--- src/rtl/aes_block_scroller.sv ---
// Holds one 128-bit AES result and shows it a byte at a time, advancing on a
// button edge or a prescaled tick, and flags equality with a reference block.
module aes_block_scroller #(
    parameter int unsigned DIV   = 50000000,
    parameter int unsigned LOOPS = 2
) (
    input  logic         clk,
    input  logic         reset,
    input  logic         blk_valid,
    input  logic [127:0] blk_data,
    output logic         blk_ready,
    input  logic [127:0] ref_data,
    input  logic         step,
    input  logic         auto_en,
    input  logic         clear,
    output logic [7:0]   byte_out,
    output logic [3:0]   byte_idx,
    output logic         showing,
    output logic         match,
    output logic [3:0]   pass_cnt
);

    localparam int unsigned PW = (DIV > 1) ? $clog2(DIV) : 1;

    typedef enum logic {
        IDLE = 1'b0,
        SHOW = 1'b1
    } state_t;

    state_t          state;
    state_t          state_nxt;

    logic [127:0]    cap_q;
    logic            match_q;
    logic [3:0]      idx_q;
    logic [PW-1:0]   presc_q;
    logic            step_d;
    logic [3:0]      pass_q;
    logic [7:0]      hold_q;

    logic [7:0]      cur_byte;
    logic            in_show;
    logic            adv_step;
    logic            adv_tick;
    logic            adv;
    logic            wrap;
    logic [3:0]      pass_inc;
    logic            last_pass;
    logic            capture;

    // Advance, wrap and capture decode shared by the FSM and datapath
    always_comb begin
        cur_byte  = cap_q[{idx_q, 3'b000} +: 8];
        in_show   = (state == SHOW);
        adv_step  = in_show & step & ~step_d;
        adv_tick  = in_show & auto_en & (presc_q == PW'(DIV - 1));
        adv       = adv_step | adv_tick;
        wrap      = adv & (idx_q == 4'd15);
        pass_inc  = (pass_q == 4'd15) ? 4'd15 : pass_q + 4'd1;
        last_pass = wrap && (LOOPS != 0) && (32'(pass_inc) == LOOPS);
        capture   = (state == IDLE) & blk_valid & ~clear;
    end

    always_ff @(posedge clk or negedge reset) begin
        if (!reset) begin
            state <= IDLE;
        end else begin
            state <= state_nxt;
        end
    end

    // Next state: clear always returns to IDLE
    always_comb begin
        state_nxt = state;
        if (clear) begin
            state_nxt = IDLE;
        end else begin
            case (state)
                IDLE: if (blk_valid) state_nxt = SHOW;
                SHOW: if (last_pass) state_nxt = IDLE;
                default: state_nxt = IDLE;
            endcase
        end
    end

    // In IDLE the display keeps the last byte shown before leaving SHOW
    always_comb begin
        blk_ready = (state == IDLE);
        showing   = (state == SHOW);
        byte_out  = (state == SHOW) ? cur_byte : hold_q;
        byte_idx  = idx_q;
        match     = match_q;
        pass_cnt  = pass_q;
    end

    always_ff @(posedge clk or negedge reset) begin
        if (!reset) begin
            cap_q   <= '0;
            match_q <= 1'b0;
            idx_q   <= '0;
            presc_q <= '0;
            step_d  <= 1'b0;
            pass_q  <= '0;
            hold_q  <= '0;
        end else begin
            step_d <= step;
            if (clear) begin
                idx_q   <= '0;
                presc_q <= '0;
                if (in_show) hold_q <= cur_byte;
            end else if (capture) begin
                cap_q   <= blk_data;
                match_q <= (blk_data == ref_data);
                idx_q   <= '0;
                presc_q <= '0;
                pass_q  <= '0;
            end else if (in_show) begin
                if (auto_en) begin
                    presc_q <= adv_tick ? '0 : presc_q + PW'(1);
                end
                if (adv) idx_q <= idx_q + 4'd1;
                if (wrap) pass_q <= pass_inc;
                if (last_pass) hold_q <= cur_byte;
            end
        end
    end

endmodule
--- config.mk ---
export PLATFORM = sky130hd
export DESIGN_NAME = aes_block_scroller
export DESIGN_NICKNAME = d
export VERILOG_FILES = /design/src/rtl/aes_block_scroller.sv
export SDC_FILE = /design/constraint.sdc
export NUM_CORES = 1
export LEC_CHECK = 0
export ABC_AREA = 1
export BUFFER_PORTS_ARGS = -buffer_cell sky130_fd_sc_hd__buf_4
export CAP_MARGIN = 30
export CORE_MARGIN = 10
export CORE_UTILIZATION = 45
export CTS_BUF_LIST = sky130_fd_sc_hd__clkbuf_16
export DETAILED_ROUTE_END_ITERATION = 8
export PLACE_DENSITY = 0.7
export SYNTH_ARGS = -nofsm -noshare
export SYNTH_HDL_FRONTEND = slang
export SYNTH_SLANG_ARGS = --single-unit
--- constraint.sdc ---
create_clock -name clk -period 5.27 [get_ports clk]
set_clock_uncertainty 0.15 [all_clocks]
set_input_delay 0.2635 -clock clk [delete_from_list [all_inputs] [get_ports clk]]
set_output_delay 0.2635 -clock clk [all_outputs]
set_load 0.005 [all_outputs]
# == Yosys cells after proc, flatten, opt, wreduce, memory -nomap -nowiden ==
# Cells that the tools add are included.
# W data, S select, Z words.
# word_totals
regBits,173
out_inout_bits,19
# classes
reduce_logical,13
n_addsub,3
n_bitwise,11
n_mux,22
shifts,1
n_eq_ne,6
# op_table
cell,count
$mux W26,5
$eq A128 B128 Y1,1
$shiftx A128 B8 Y8,1
$mux W8,5
$mux W4,8
$add A26 B1 Y26 const B,1
$eq A26 B26 Y1 const B,1
$reduce_bool A3 Y1,3
$add A4 B1 Y4 const B,2
$eq A4 B4 Y1 const B,2
$reduce_bool A2 Y1,4
$and A1 B1 Y1,7
$reduce_and A2 Y1,3
$reduce_and A3 Y1,2
$eq A4 B2 Y1 const B,1
$mux W1,3
$not A1 Y1,3
$ne A2 B2 Y1 const B,1
$pmux W1 S2,1
$logic_and A1 B1 Y1,1
$or A1 B1 Y1,1

# == Depth between registers and ports, before layout ==
# Gate-level depths: netlist of the first run.
# logic_depth
word_depth,9
mapped_depth,12

# == Worst setup path after synthesis of the first run ==
# No wires, ideal clock.
# synth_timing
path_kind,register to output
from,"register idx_q[0], in the netlist byte_idx[0]"
to,output byte_out[0]
stages_incl_launch_ff,9
arrival_time_ps,1378
setup_slack_ps,3479
path_cell_list,dfrtp_1 buf_2 buf_6 buf_2 o211ai_1 nand3_1 nand2_1 nand3_1 and2_1
# synth_between
elab_chain_len,2
# synth_rtl
element,line_no,rtl
start: declaration,35,logic [3:0] idx_q;
start signal: assignment,121,if (adv) idx_q <= idx_q + 4'd1;
$shiftx A128 B8 Y8,53,"cur_byte = cap_q[{idx_q, 3'b000} +: 8];"
$mux W8,-,
end: declaration,16,"output logic [7:0] byte_out,"
# Every way passes these cells.

# == Worst setup path in the final report of the first run ==
# layout_timing
from,"register idx_q[0], in the netlist byte_idx[0]"
to,output byte_out[6]
# Same word-level chain as after synthesis.

==> flow_metrics.tcl, run 1 <==
set metrics [dict create \
    synthCells 1586 \
    area_delta_synth_final_pct 37.1 \
    crit_buf_inv 2 \
    fill_cells 2100 \
    gp_congestion 0.937 \
    dp_hpwl_um 30500 \
    critPathLaunchType "flop" \
    final_area_sq_um 14700 \
    antenna_left 0 \
    critPathTopFamily "simple AND/OR/NAND/NOR gates" \
    cts_tree "built" \
    drive_gt1_frac 0.186 \
    hold_path.startpoint "blk_data[14]" \
    dpl.cell_count 2134 \
    grt_pass1_wl_um 62200 \
    post_synth_num_cell_types 38 \
    crit_arrival_ns 2.64 \
    synth_flop_cell "dfrtp_1" \
    cts.clk_slew.worst_paths_ns 0.08 \
    hold_violations 1 \
    routedWlPerCell_um 17.6 \
    period_minus_slack_ns 3.06 \
    cts_resized 0 \
    powerDensity_nw_per_um2 259 \
    hold_slack_ns -0.00362 \
    clock.fmax_ghz 0.327 \
    dieWidth_um 175 \
    ys_ff_latch 173 \
    initial_core_util 0.458 \
    die_area_sq_um 30500 \
    timing.slew.headroom 0.330 \
    overflow 0 \
    cpMostUsedCell "nand2_1" \
    cts_htree_levels 4 \
    hold_path.class "in2reg" \
    fin_crit_sh 0.580 \
    synth.area.top_cells "dfrtp_1 40%, nand2_1 23%, inv_1 5.7%, xnor2_1 4.7%, o21ai_0 4.7%" \
    slowest_stage "buf_4" \
    io_pins 281 \
    leakage_uw 0.00754 \
    ys_seq_area_frac 0.403 \
    finalSetupTns_ns 0 \
    viasPerCell 5.02 \
    cts_sinks 173 \
    worst_pin_slew_ns 1.01 \
    synth_edf_count 0 \
    syn_avg_cell_area_sq_um 6.78 \
    clk_latency_ns 0.44 \
    antenna_found_initial 0 \
    peakVddDrop_uv 226 \
    antennaDiodeCount 0 \
    slew_violations 0 \
    preCtsSetupSlack_ns 2.48 \
    place_area_sq_um 13000 \
    r2r_setup_slack_ns 2.57 \
    status "finished, violations left" \
    firstDrtPassIters 6 \
    drt_iter0_drc 1106 \
    hold_end "cap_q[14]" \
    nNetsFinal 2213 \
    required_ns 4.86 \
    numCtsBuffers 17 \
    drv_cap 0 \
    reg2reg_to "match" \
    cp_max_fo 80 \
    async_flop_share 1.00 \
    setup_viol 0 \
    worst_slack_ns 2.21 \
    cp_cell_sequence "buf_4 -> nand2_1 -> o21ai_0 -> nand2_1 -> nand3_1 -> nand2_1 -> nand3_1 -> and2_1 -> buf_4" \
    yosys_warnings 0 \
    rsz0062_at_grt "no" \
    worst-setup-path-type "reg2out" \
    worstRegToRegCells 12 \
    die-height_um 175 \
    routed_wirelength_um 40000 \
    cts_buffer_depth 2 \
    synth_area_sq_um 10700 \
    violations "negative hold slack" \
    critPathCaptureType "output port" \
    hold_path_depth 3 \
    cpPeakStageDelay_ns 0.62 \
    synth_top_area_share 0.403 \
    vias 11400 \
    reg2reg_from "showing" \
    yosys.area.top_type "dfrtp_1" \
    io_buffers 280 \
    grt_max_degree 114 \
    drc_errors 0 \
    root_buffer "clkbuf_16" \
    coreArea_sq_um 23500 \
    final_cells 2280 \
    track_usage 0.257 \
    core.rowCount 56 \
    synth_nets 1851 \
    grt_pass1_vias 11500 \
]
## final cells by class
class / instances / area, sq um / area share
clock inverter: 15 / 168 / 0.0114
multi-input combinational: 1182 / 5450 / 0.370
inverter: 175 / 659 / 0.0447
clock buffer: 17 / 425 / 0.0289
tap: 319 / 399 / 0.0271
sequential: 173 / 4330 / 0.294
timing repair buffer: 399 / 3300 / 0.224
## layer usage
metal / GRT usage / routed length (um)
met1: 0.318 / 16400
met2: 0.424 / 19200
met3: 0.0589 / 2880
met4: 0.105 / 1580
met5: 0 / 0
## metrics by stage
stage                     total power (uW)  utilization  hold WS (ns)
after floorplan                       2070            -        -0.182
after global placement                2460        0.553         0.137
after detailed placement              2480        0.553         0.135
after CTS                             3820        0.627      0.000412
after global routing                  4010        0.628       0.00680
final                                 3820        0.628      -0.00362
## repair_timing
action	CTS	global route
setup buffers	0	0
endpoints found under the hold margin	174	0
hold buffers	113	0
## power by group
part | switching [uW] | total (uW) | internal, uW
Combinational | 465 | 873 | 408
Sequential | 137 | 1660 | 1530
Clock | 600 | 1280 | 678
## worst min-delay path: stages
cell     delay (ns)
buf_4          0.11
inv_1          0.07
o21ai_0        0.09
## how the worst max path moves through the flow
stage           startpoint     endpoint  cells past startpoint
3_3_place_gp       showing    cap_q[61]                      6
6_report       byte_idx[0]  byte_out[6]                      9
5_1_grt        byte_idx[0]  byte_out[6]                      9
4_1_cts        byte_idx[0]  byte_out[6]                      9
3_5_place_dp       showing     cap_q[9]                      6
2_1_floorplan  byte_idx[0]  byte_out[0]                      8
## synth_stat cells (7+ instances only)
cell and number:
nand2_1 651, dfrtp_1 173, inv_1 162, nor2_1 133, o21ai_0 101, nand3_1 73, xnor2_1 58, a21oi_1 43
buf_2 25, nand4_1 23, xor2_1 18, clkbuf_1 14, inv_2 13, nor3_1 10, and2_1 8, o211ai_1 8
or2_2 8, buf_4 7
## state kept, by name (all words and copies together), names as in the netlist
name,count
presc_q,26
step_d,1
showing,1
hold_q,8
pass_cnt,4
byte_idx,4
cap_q,128
match,1
## cell usage in the layout (no fill, tap or decap), types with 6 or more instances in the layout
cell type / count
dlygate4sd3_1: 113
nor2_1: 133
o21ai_0: 101
or2_2: 8
xnor2_1: 58
inv_2: 12
nand3_1: 73
inv_1: 162
nand2_2: 6
nand2_1: 651
o21ai_1: 6
o211ai_1: 8
a21oi_1: 43
buf_4: 284
and2_1: 8
xor2_1: 18
nor3_1: 10
nand4_1: 23
dfrtp_1: 172
clkbuf_16: 17
## logic make-up after synthesis
| group | Yosys count | share of synthesized area |
|---|---|---|
| AOI/OAI and AO/OA | 169 | 0.0827 |
| and+or+nand+nor | 934 | 0.359 |
| DFF | 173 | 0.403 |
| buffers and inverters | 231 | 0.0905 |
| xor gates and xnor gates | 76 | 0.0619 |
| adders and majority gates | 3 | 0.00349 |
Note: power is estimated with default switching activity, not from simulation.
==> run 2, diff against run 1 <==
- clock period: 5.27 -> 2.9 ns (I/O delays scaled with it)
==> flow_metrics.tcl, run 2 (synthesis results as in run 1) <==
set metrics [dict create \
    die-height_um 175 \
    track_usage 0.266 \
    p_seq_frac 0.442 \
    pwr-share-clk 0.323 \
    status "finished clean" \
    routed_wirelength_um 41400 \
    cts_htree_levels 4 \
    routedWlPerCell_um 17.9 \
    timing.slew.headroom 0.562 \
    firstDrtPassIters 7 \
    reg2reg_from "showing" \
    clock.fmax_ghz 0.374 \
    crit_arrival_ns 2.38 \
    final_cells 2310 \
    max_flop_register "cap_q" \
    r2r_setup_slack_ns 0.81 \
    numCtsBuffers 17 \
    drt_iter0_drc 996 \
    multi_input_comb_area_sq_um 5460 \
    dieWidth_um 175 \
    reg2reg_to "presc_q[16]" \
    antenna_left 0 \
    setup_viol 0 \
    switching_share 0.317 \
    peakVddDrop_uv 385 \
    worst_pin_slew_ns 0.657 \
    drive_gt1_frac 0.188 \
    cts_buffer_depth 2 \
    cts_tree "built" \
    period_minus_slack_ns 2.67 \
    hold_end "match" \
    hold_path.startpoint "ref_data[7]" \
    rsz0062_at_grt "no" \
    gp_congestion 0.953 \
    slew_violations 0 \
    top_regs "cap_q x128, presc_q x26, hold_q x8" \
    area_delta_synth_final_pct 39.6 \
    coreArea_sq_um 23500 \
    seq_area_sq_um 4330 \
    clk_latency_ns 0.44 \
    cts_sinks 173 \
    dpl.cell_count 2144 \
    fill_cells 2087 \
    die_area_sq_um 30500 \
    worst-setup-path-type "reg2out" \
    grt_max_degree 66 \
    fin_crit_sh 0.921 \
    antenna_found_initial 2 \
    p_sw_uw 2200 \
    layout_commonest_cell "nand2_1" \
    critPathLaunchType "flop" \
    required_ns 2.61 \
    critPathCaptureType "output port" \
    finalSetupTns_ns 0 \
    intPower_uw 4740 \
    cp_max_fo 22 \
    layout_common_cells "651 x nand2_1, 290 x buf_4, 172 x dfrtp_1" \
    io_buffers 280 \
    hold_path_depth 6 \
    root_buffer "clkbuf_16" \
    power_frac_comb 0.235 \
    viasPerCell 5.04 \
    power_uw 6950 \
    drv_cap 0 \
    nNetsFinal 2241 \
    vias 11600 \
    leakage_uw 0.00765 \
    hold_violations 0 \
    core.rowCount 56 \
    initial_core_util 0.458 \
    grt_pass1_wl_um 64100 \
    dp_hpwl_um 31900 \
    overflow 0 \
    grt_pass1_vias 11900 \
    cts.clk_slew.worst_paths_ns 0.07 \
    powerDensity_nw_per_um2 463 \
    drc_errors 0 \
    hold_path.class "in2reg" \
    io_pins 281 \
    worstRegToRegCells 10 \
    largest_reg_flops 128 \
]
-- run 2: changes by cell type in the layout (fill, tap and decap cells not counted), moves of 2 or more --
cell	before	now
dlygate4sd3_1	113	132
buf_12	0	4
clkinvlp_4	0	3
buf_4	284	290
clkinv_2	0	2
inv_8	5	1
diode_2	0	2
-- run 2: cell type report --
type | count | share of cell area
inverters | 175 | 0.0439
clock inverters | 15 | 0.00926
flip-flops and latches | 173 | 0.289
clock buffers | 17 | 0.0284
well taps | 319 | 0.0266
multi-input cells | 1182 | 0.364
diodes | 2 | 0.000334
repair buffers | 427 | 0.239
-- run 2: power groups by stage --
| stage | Clock [uW] | Combinational [uW] | Sequential (uW) |
|---|---|---|---|
| after global routing | 2360 | 1820 | 3100 |
| after CTS | 2260 | 1620 | 3060 |
| after global placement | 0 | 1440 | 3100 |
| final | 2240 | 1630 | 3070 |
| after floorplan | 0 | 797 | 2960 |
| after detailed placement | 0 | 1470 | 3100 |
-- run 2: worst max path at each step --
stage | start | end | slack, ns | depth (start not counted)
after floorplan | pass_cnt[0] | hold_q[0] | 1.18 | 9
after global placement | byte_idx[2] | byte_out[1] | 0.72 | 9
after detailed placement | byte_idx[2] | byte_out[1] | 0.66 | 9
after CTS | byte_idx[2] | byte_out[1] | 0.19 | 9
after global routing | byte_idx[1] | byte_out[7] | 0.11 | 9
final | byte_idx[0] | byte_out[0] | 0.23 | 10
-- run 2: worst max-delay path: stages (launching register included) --
cell     delay, ns
dfrtp_2       0.43
inv_2         0.32
buf_4         0.32
nand2_1       0.07
nand2_1       0.08
nand2_1       0.05
nand3_1       0.14
nand2_1       0.09
nand3_1       0.14
and2_1        0.17
buf_4         0.12
-- run 2: stage by stage --
| stage | util | hold WS (ns) | instance area, sq um | setup WS [ns] |
|---|---|---|---|---|
| 5_1_grt | 0.639 | 0.0555 | 15000 | 0.114 |
| 6_report | 0.639 | 0.0296 | 15000 | 0.229 |
| 2_1_floorplan | - | -0.301 | 10700 | 1.18 |
| 3_3_place_gp | 0.558 | 0.0394 | 13100 | 0.724 |
| 3_5_place_dp | 0.558 | 0.0418 | 13100 | 0.661 |
| 4_1_cts | 0.639 | 0.0248 | 15000 | 0.185 |
-- run 2: metal layers --
layer	vias to the layer above	routed length, um	GRT usage
met2	469	19700	0.433
li1	5693	-	-
met3	84	2950	0.0635
met5	-	0	0
met4	0	1510	0.109
met1	5386	17300	0.333
-- run 2: what timing repair did --
item	in CTS	in global routing
endpoints found under the hold margin	202	0
resized for setup	0	1
setup buffers	0	0
setup endpoints to repair	0	4
hold buffers	132	0
